## src/rtl/bus_arbiter4.sv

```systemverilog
// bus_arbiter4: four-source round-robin arbiter driving the shared mux4 select.
// Each tenure is bounded to MAXHOLD cycles. The previous owner takes the lowest priority.
module bus_arbiter4 #(
    parameter int unsigned MAXHOLD = 8
) (
    input  logic       clk,
    input  logic       rst,
    input  logic [3:0] req,
    input  logic [3:0] done,
    output logic [3:0] gnt,
    output logic [1:0] sel,
    output logic       busy,
    output logic       timeout
);

    localparam int unsigned HW = (MAXHOLD > 2) ? $clog2(MAXHOLD) : 1;
    localparam logic [HW-1:0] HOLD_LAST = HW'(MAXHOLD - 1);

    typedef enum logic {
        ST_IDLE  = 1'b0,
        ST_GRANT = 1'b1
    } state_t;

    state_t        r_state;
    logic [3:0]    r_gnt;
    logic [1:0]    r_sel;
    logic [1:0]    r_ptr;
    logic [HW-1:0] r_hold;
    logic          r_busy;
    logic          r_timeout;

    logic [3:0]    w_req_eff;
    logic [1:0]    w_winner;
    logic [1:0]    w_idx;
    logic          w_any;
    logic          w_req_own;
    logic          w_done_own;
    logic          w_hold_max;
    logic          w_release;

    // r_ptr holds the current owner while in GRANT.
    assign w_req_own  = req[r_ptr];
    assign w_done_own = done[r_ptr];
    assign w_hold_max = (r_hold == HOLD_LAST);
    assign w_release  = w_done_own | ~w_req_own | w_hold_max;

    // A releasing owner is excluded so that it cannot win back-to-back against nobody.
    assign w_req_eff = (r_state == ST_GRANT) ? (req & ~(4'b0001 << r_ptr)) : req;

    // Round-robin search over ptr+1, ptr+2, ptr+3, ptr; the first requester found wins.
    always_comb begin
        w_any    = 1'b0;
        w_winner = r_ptr;
        w_idx    = r_ptr;
        for (int k = 1; k <= 4; k++) begin
            w_idx = r_ptr + 2'(k);
            if (!w_any && w_req_eff[w_idx]) begin
                w_any    = 1'b1;
                w_winner = w_idx;
            end
        end
    end

    // Grant state machine with registered outputs.
    always_ff @(posedge clk or posedge rst) begin
        if (rst) begin
            r_state   <= ST_IDLE;
            r_gnt     <= 4'b0000;
            r_sel     <= 2'b00;
            r_ptr     <= 2'b11;
            r_hold    <= '0;
            r_busy    <= 1'b0;
            r_timeout <= 1'b0;
        end else begin
            r_timeout <= 1'b0;
            case (r_state)
                ST_IDLE: begin
                    if (w_any) begin
                        r_state <= ST_GRANT;
                        r_gnt   <= 4'b0001 << w_winner;
                        r_sel   <= w_winner;
                        r_ptr   <= w_winner;
                        r_hold  <= '0;
                        r_busy  <= 1'b1;
                    end else begin
                        r_gnt  <= 4'b0000;
                        r_busy <= 1'b0;
                    end
                end
                ST_GRANT: begin
                    if (w_release) begin
                        r_timeout <= w_hold_max & ~w_done_own & w_req_own;
                        r_hold    <= '0;
                        if (w_any) begin
                            r_gnt  <= 4'b0001 << w_winner;
                            r_sel  <= w_winner;
                            r_ptr  <= w_winner;
                            r_busy <= 1'b1;
                        end else begin
                            r_state <= ST_IDLE;
                            r_gnt   <= 4'b0000;
                            r_busy  <= 1'b0;
                        end
                    end else begin
                        r_hold <= r_hold + HW'(1);
                    end
                end
                default: begin
                    r_state <= ST_IDLE;
                    r_gnt   <= 4'b0000;
                    r_busy  <= 1'b0;
                end
            endcase
        end
    end

    assign gnt     = r_gnt;
    assign sel     = r_sel;
    assign busy    = r_busy;
    assign timeout = r_timeout;

endmodule

```

## config.mk

```make
export PLATFORM = sky130hd
export DESIGN_NAME = bus_arbiter4
export DESIGN_NICKNAME = d
export VERILOG_FILES = /design/src/rtl/bus_arbiter4.sv
export SDC_FILE = /design/constraint.sdc
export NUM_CORES = 1
export LEC_CHECK = 0
export CAP_MARGIN = 30
export CORE_ASPECT_RATIO = 0.75
export CORE_MARGIN = 1.5
export CORE_UTILIZATION = 40
export CTS_BUF_LIST = sky130_fd_sc_hd__clkbuf_16
export CTS_CLUSTER_SIZE = 25
export DETAILED_ROUTE_END_ITERATION = 12
export PLACE_DENSITY = 0.61
export SLEW_MARGIN = 20
export SYNTH_ARGS = -nofsm -noshare
export SYNTH_HDL_FRONTEND = slang
export SYNTH_SLANG_ARGS = --single-unit
```

## constraint.sdc

```tcl
create_clock -name clk -period 4.62 [get_ports clk]
set_input_delay 0.924 -clock clk [delete_from_list [all_inputs] [get_ports clk]]
set_output_delay 0.924 -clock clk [all_outputs]
set_load 0.01 [all_outputs]
```

# Yosys cells after proc, flatten, opt, wreduce, memory -nomap -nowiden
# Cells that the tools add are included.
dict set report totals {
  out_inout_bits 8
  in_bits 10
  reg_bits 14
}
dict set report classes {
  eq_ne 3
  shifts 2
  n_reduce_logical 6
  addsub 4
  order_cmp 4
  n_bitwise 9
  muxes 40
}
# cell count
set ops {}
lappend ops {{two-way mux 2 bit} 8}
lappend ops {{two-way mux 1 bit} 15}
lappend ops {{binary-select mux 1 bit (select 2 bit)} 6}
lappend ops {{less-than comparator 2 x 3 -> 1 bit, second input constant} 4}
lappend ops {{two-way mux 4 bit} 3}
lappend ops {{case mux 2 bit (2 select lines)} 2}
lappend ops {{case mux 4 bit (2 select lines)} 1}
lappend ops {{<< shifter 1 x 2 -> 4 bit, first input constant} 2}
lappend ops {{two-way mux 3 bit} 2}
lappend ops {{case mux 3 bit (2 select lines)} 1}
lappend ops {{adder 2 bit, second input constant} 2}
lappend ops {{bitwise AND 4 bit} 1}
lappend ops {{inverter 4 bit} 1}
lappend ops {{case mux 1 bit (2 select lines)} 2}
lappend ops {{adder 3 x 1 -> 3 bit, second input constant} 1}
lappend ops {{== test 3 bit, second input constant} 1}
lappend ops {{logical AND 1 bit} 3}
lappend ops {{logical NOT 1 bit} 3}
lappend ops {{inverter 1 bit} 3}
lappend ops {{adder 2 x 1 -> 2 bit, second input constant} 1}
lappend ops {{bitwise AND 1 bit} 2}
lappend ops {{!= test 2 x 1 -> 1 bit, second input constant} 1}
lappend ops {{!= test 2 bit, second input constant} 1}
lappend ops {{OR 1 bit} 2}

# Depth between registers and ports, before layout
dict set report depth {
  depth_word 20
  ltp_mapped 9
}

# Least setup slack after synthesis
# No wires, ideal clock.
dict set report synth_timing {
  kind {input-to-reg}
  start {input req[0]}
  end {register r_busy (netlist: busy)}
  slack_ps 2453
  path_buffers 0
  arrival_ps 2043
  path_stages 6
  cell_sequence {nor2b_1 > mux4_2 > nand2_2 > nor2_2 > or2_1 > o31a_1}
}
dict set report synth_between {
  elab_chain_cells 17
  word_cells_on_any_way 29
}
# item line_no
set synth_rtl {}
lappend synth_rtl {{from (decl)} 8} ;# input logic [3:0] req,
lappend synth_rtl {{bitwise AND 4 bit} 48} ;# assign w_req_eff = (r_state == ST_GRANT) ? (req & ~(4'b0001 << r_ptr)) : req;
lappend synth_rtl {{two-way mux 4 bit} 48}
lappend synth_rtl {{binary-select mux 1 bit (select 2 bit)} 57} ;# if (!w_any && w_req_eff[w_idx]) begin
lappend synth_rtl {{two-way mux 1 bit (not written as such)} 57}
lappend synth_rtl {{two-way mux 1 bit} 57}
lappend synth_rtl {{logical NOT 1 bit} 57}
lappend synth_rtl {{logical AND 1 bit} 57}
lappend synth_rtl {{two-way mux 1 bit} 57}
lappend synth_rtl {{logical NOT 1 bit} 57}
lappend synth_rtl {{logical AND 1 bit} 57}
lappend synth_rtl {{two-way mux 1 bit} 57}
lappend synth_rtl {{logical NOT 1 bit} 57}
lappend synth_rtl {{logical AND 1 bit} 57}
lappend synth_rtl {{two-way mux 1 bit} 57}
lappend synth_rtl {{two-way mux 1 bit} {78, 94}}
lappend synth_rtl {{two-way mux 1 bit} 91} ;# if (w_release) begin
lappend synth_rtl {{case mux 1 bit (2 select lines)} 76} ;# case (r_state)
lappend synth_rtl {{to (signal assigned)} 84} ;# r_busy <= 1'b1;
lappend synth_rtl {{to (signal assigned)} 98} ;# r_busy <= 1'b1;
lappend synth_rtl {{to (signal assigned)} 102} ;# r_busy <= 1'b0;
lappend synth_rtl {{to (decl)} 29} ;# logic r_busy;
# Several ways; a longest one is shown, not always the timed one. The select of a mux whose other input is x is not followed.
# A chain may end at the register's enable or synchronous reset.

# Worst setup path in the final report
dict set report layout_timing {
  start {input req[1]}
  end {register r_busy (netlist: busy)}
}
# Same word-level chain as after synthesis.

==> results_dict.tcl <==
set metrics [dict create \
    io_pins 18 \
    io_buffers 17 \
    grt_pass1_wl_mm 3.34 \
    endpoint_kind "register" \
    hp-class "reg2reg" \
    status "finished with violations" \
    avgViaCountPerCell 5.49 \
    drcViolationCount 3 \
    max_slew.worst_pin.slew_ns 0.513 \
    yosys_warnings 0 \
    cts_hold_buf 0 \
    power_density_mw_per_mm2 722 \
    synth_cell_type_count 37 \
    coreArea_sq_mm 0.00208 \
    vias 730 \
    total_power_uw 858 \
    fmax_mhz 392 \
    grt_start_max_net_pins 15 \
    startpoint_type "input port" \
    synth_nets 105 \
    rsz0062_at_grt "false" \
    drv_slew 0 \
    hpwl_mm 1.45 \
    die_h_um 44.5 \
    maxCapViolations 0 \
    final_util 0.570 \
    path_clk_slew_ns 0.05 \
    synthSimpleGateAreaFrac 0.194 \
    synthXorXnorAreaFrac 0.00955 \
    synth_fa_ha_area_frac 0.0819 \
    worstSkewPairLatency_ns 0.24 \
    min_period_over_period 0.552 \
    max-vdd-ir-drop_uv 426 \
    violations "design-rule violations" \
    synth_top_family_by_area "compound AO/OA/AOI/OAI gates" \
    cts-root-buf "clkbuf_16" \
    whs_ns 0.472 \
    ant_nets 0 \
    n_antenna_cell 0 \
    postCtsSetupBuffers 0 \
    synth_seq_area_share 0.385 \
    p_sw_frac 0.401 \
    dr.pass1.iters 9 \
    clk_path_buf_depth 2 \
    power.net_switching_uw 344 \
    finalHoldViolCount 0 \
    wire_per_inst_um 14.4 \
    arrival_ns 2.67 \
    gr-total-overflow 0 \
    std_cell_rows 14 \
    tns_ns 0 \
    intPower_uw 514 \
    syn_area_sq_um 917 \
    die_x_um 58.3 \
    pwr-share-seq 0.267 \
    wl_mm 1.92 \
    synth_mux_area_frac 0.0491 \
    critPathKind "in2reg" \
    num-fill-cells 177 \
    tritoncts "yes" \
    final_nets 126 \
    synth-seq-cells 14 \
    drtIter0Drc 25 \
    p_leak_nw 0.512 \
    die-area_sq_mm 0.00259 \
    crit_fanout 10 \
    globalplace.congestion 0.883 \
    cts_buffers 3 \
    skew_ns 0.00321 \
    pwr-share-clk 0.188 \
    syn_inst 89 \
    start_util 0.440 \
    cp.required_ns 4.75 \
    areaGrowthSynthToFinish_pct 29.6 \
    antenna_found_initial 0 \
    p_comb_frac 0.546 \
    period_needed_ns 2.55 \
    cts.sinks 14 \
    relSlewSlack 0.657 \
    post_synth.cell_area_avg_sq_um 10.3 \
    cts_max_level 1 \
    drive_gt1_frac 0.183 \
    setup_viol 0 \
    grt_usage 0.177 \
    first_global_vias 705 \
    post_cts_resized 0 \
    synth-compound-area-share 0.250 \
]
-- cell usage in the layout (no fill, tap or decap) --
| cell type | n |
|---|---|
| and3_1 | 1 |
| clkdlybuf4s50_1 | 17 |
| nor2_1 | 5 |
| nand3_1 | 1 |
| dfrtp_1 | 12 |
| a32oi_2 | 1 |
| o21ai_0 | 2 |
| ha_1 | 6 |
| inv_4 | 1 |
| a311oi_2 | 1 |
| o311ai_1 | 1 |
| inv_1 | 4 |
| a22oi_1 | 1 |
| a22o_1 | 5 |
| nor2_2 | 2 |
| xnor2_1 | 1 |
| dfstp_2 | 2 |
| o21ai_2 | 1 |
| nor2b_1 | 5 |
| o221ai_1 | 1 |
| and2_1 | 3 |
| nand2b_1 | 3 |
| mux2_2 | 2 |
| o31ai_1 | 3 |
| clkinv_1 | 1 |
| mux4_2 | 1 |
| a311o_1 | 1 |
| a21oi_1 | 2 |
| o31a_1 | 1 |
| nand2_1 | 8 |
| nor3_1 | 1 |
| o21ai_1 | 1 |
| o21ai_4 | 1 |
| a21boi_2 | 2 |
| clkbuf_16 | 3 |
| nand2_2 | 2 |
| a21o_1 | 2 |
| nor3b_2 | 1 |
| or2_1 | 1 |
-- critical path, stage by stage --
cell and delay [ns]:
clkdlybuf4s50_1 0.49, nor2b_1 0.17, mux4_2 0.48, nand2_2 0.13, nor2_2 0.10, or2_1 0.27, o31a_1 0.11
-- state kept, by name (all words and copies together) (netlist names) --
name / count
r_hold: 3
gnt: 4
r_state: 1
busy: 1
sel: 2
timeout: 1
r_ptr: 2
-- cells by family (layout without fill, tap and decap cells) --
group           Yosys count  count (layout)
simple gates             33              33
mux                       3               3
buf+inv                   6              26
flops                    14              14
xor+xnor                  1               1
fa+ha+maj                 6               6
compound gates           26              26
-- power by group through the flow --
stage               Combinational [mW]  Clock, mW  Sequential, mW
finish                           0.468      0.161           0.229
global placement                 0.460          0           0.231
global route                     0.525      0.173           0.236
floorplan                        0.348          0           0.223
CTS                              0.471      0.166           0.229
detailed placement               0.466          0           0.230
-- final timing paths --
| path | startpoint | end | slack [ns] | depth (start not counted) |
|---|---|---|---|---|
| worst max-delay path | req[1] | busy | 2.07 | 7 |
| worst min-delay path | gnt[1] | gnt[1] | 0.47 | 2 |
| worst max register to register | r_ptr[0] | gnt[2] | 2.37 | 8 |
| worst min register to register | gnt[1] | gnt[1] | 0.47 | 2 |
| max in group asynchronous | rst | r_ptr[0] | 3.24 | 2 |
| min in group asynchronous | rst | r_hold[2] | 1.01 | 2 |
-- final cells by class --
cell class | count | area, sq um | share of cell area
clock inverters | 1 | 3.75 | 0.00316
multi-input cells | 69 | 536 | 0.451
well taps | 24 | 30.0 | 0.0253
inverters | 5 | 21.3 | 0.0179
repair buffers | 17 | 170 | 0.143
clock buffers | 3 | 75.1 | 0.0632
flip-flops and latches | 14 | 353 | 0.297
-- per-stage QoR --
step	worst slack, ns	instances	instance area, sq um
final	2.07	133	1190
after detailed placement	1.83	129	1110
after global routing	1.95	133	1190
after global placement	1.83	129	1110
after CTS	2.07	133	1190
after floorplan	2.45	89	917
-- synthesized netlist by cell type --
cell type | instances | area share
nor2_2 | 2 | 0.014
inv_4 | 1 | 0.0068
nand2_2 | 2 | 0.014
o221ai_1 | 1 | 0.0096
o21ai_0 | 2 | 0.011
a32oi_2 | 1 | 0.018
nand3_1 | 1 | 0.0055
nor3b_2 | 1 | 0.014
o31ai_1 | 3 | 0.025
a21oi_1 | 2 | 0.011
a311oi_2 | 1 | 0.016
buf_4 | 1 | 0.0082
dfrtp_1 | 12 | 0.33
o311ai_1 | 1 | 0.0096
nor2_1 | 5 | 0.020
nor2b_1 | 5 | 0.034
and3_1 | 1 | 0.0068
nand2b_1 | 3 | 0.020
nor3_1 | 1 | 0.0055
or2_1 | 1 | 0.0068
nand2_1 | 8 | 0.033
ha_1 | 6 | 0.082
a21o_1 | 2 | 0.016
a21boi_2 | 2 | 0.025
o31a_1 | 1 | 0.0096
a22o_1 | 5 | 0.048
dfstp_2 | 2 | 0.057
o21ai_4 | 1 | 0.018
o21ai_1 | 1 | 0.0055
xnor2_1 | 1 | 0.0096
and2_1 | 3 | 0.020
a22oi_1 | 1 | 0.0082
inv_1 | 4 | 0.016
mux2_2 | 2 | 0.025
o21ai_2 | 1 | 0.0096
mux4_2 | 1 | 0.025
a311o_1 | 1 | 0.011
-- routing by layer --
layer  global-route usage  part of all wire  up-vias
li1                     -                 -      366
met1                0.256              0.52      339
met2                0.245              0.42       25
met3               0.0643             0.065        0
met4               0.0558                 0        0
met5                    0                 0        -
(Power assumes the default switching activity.)
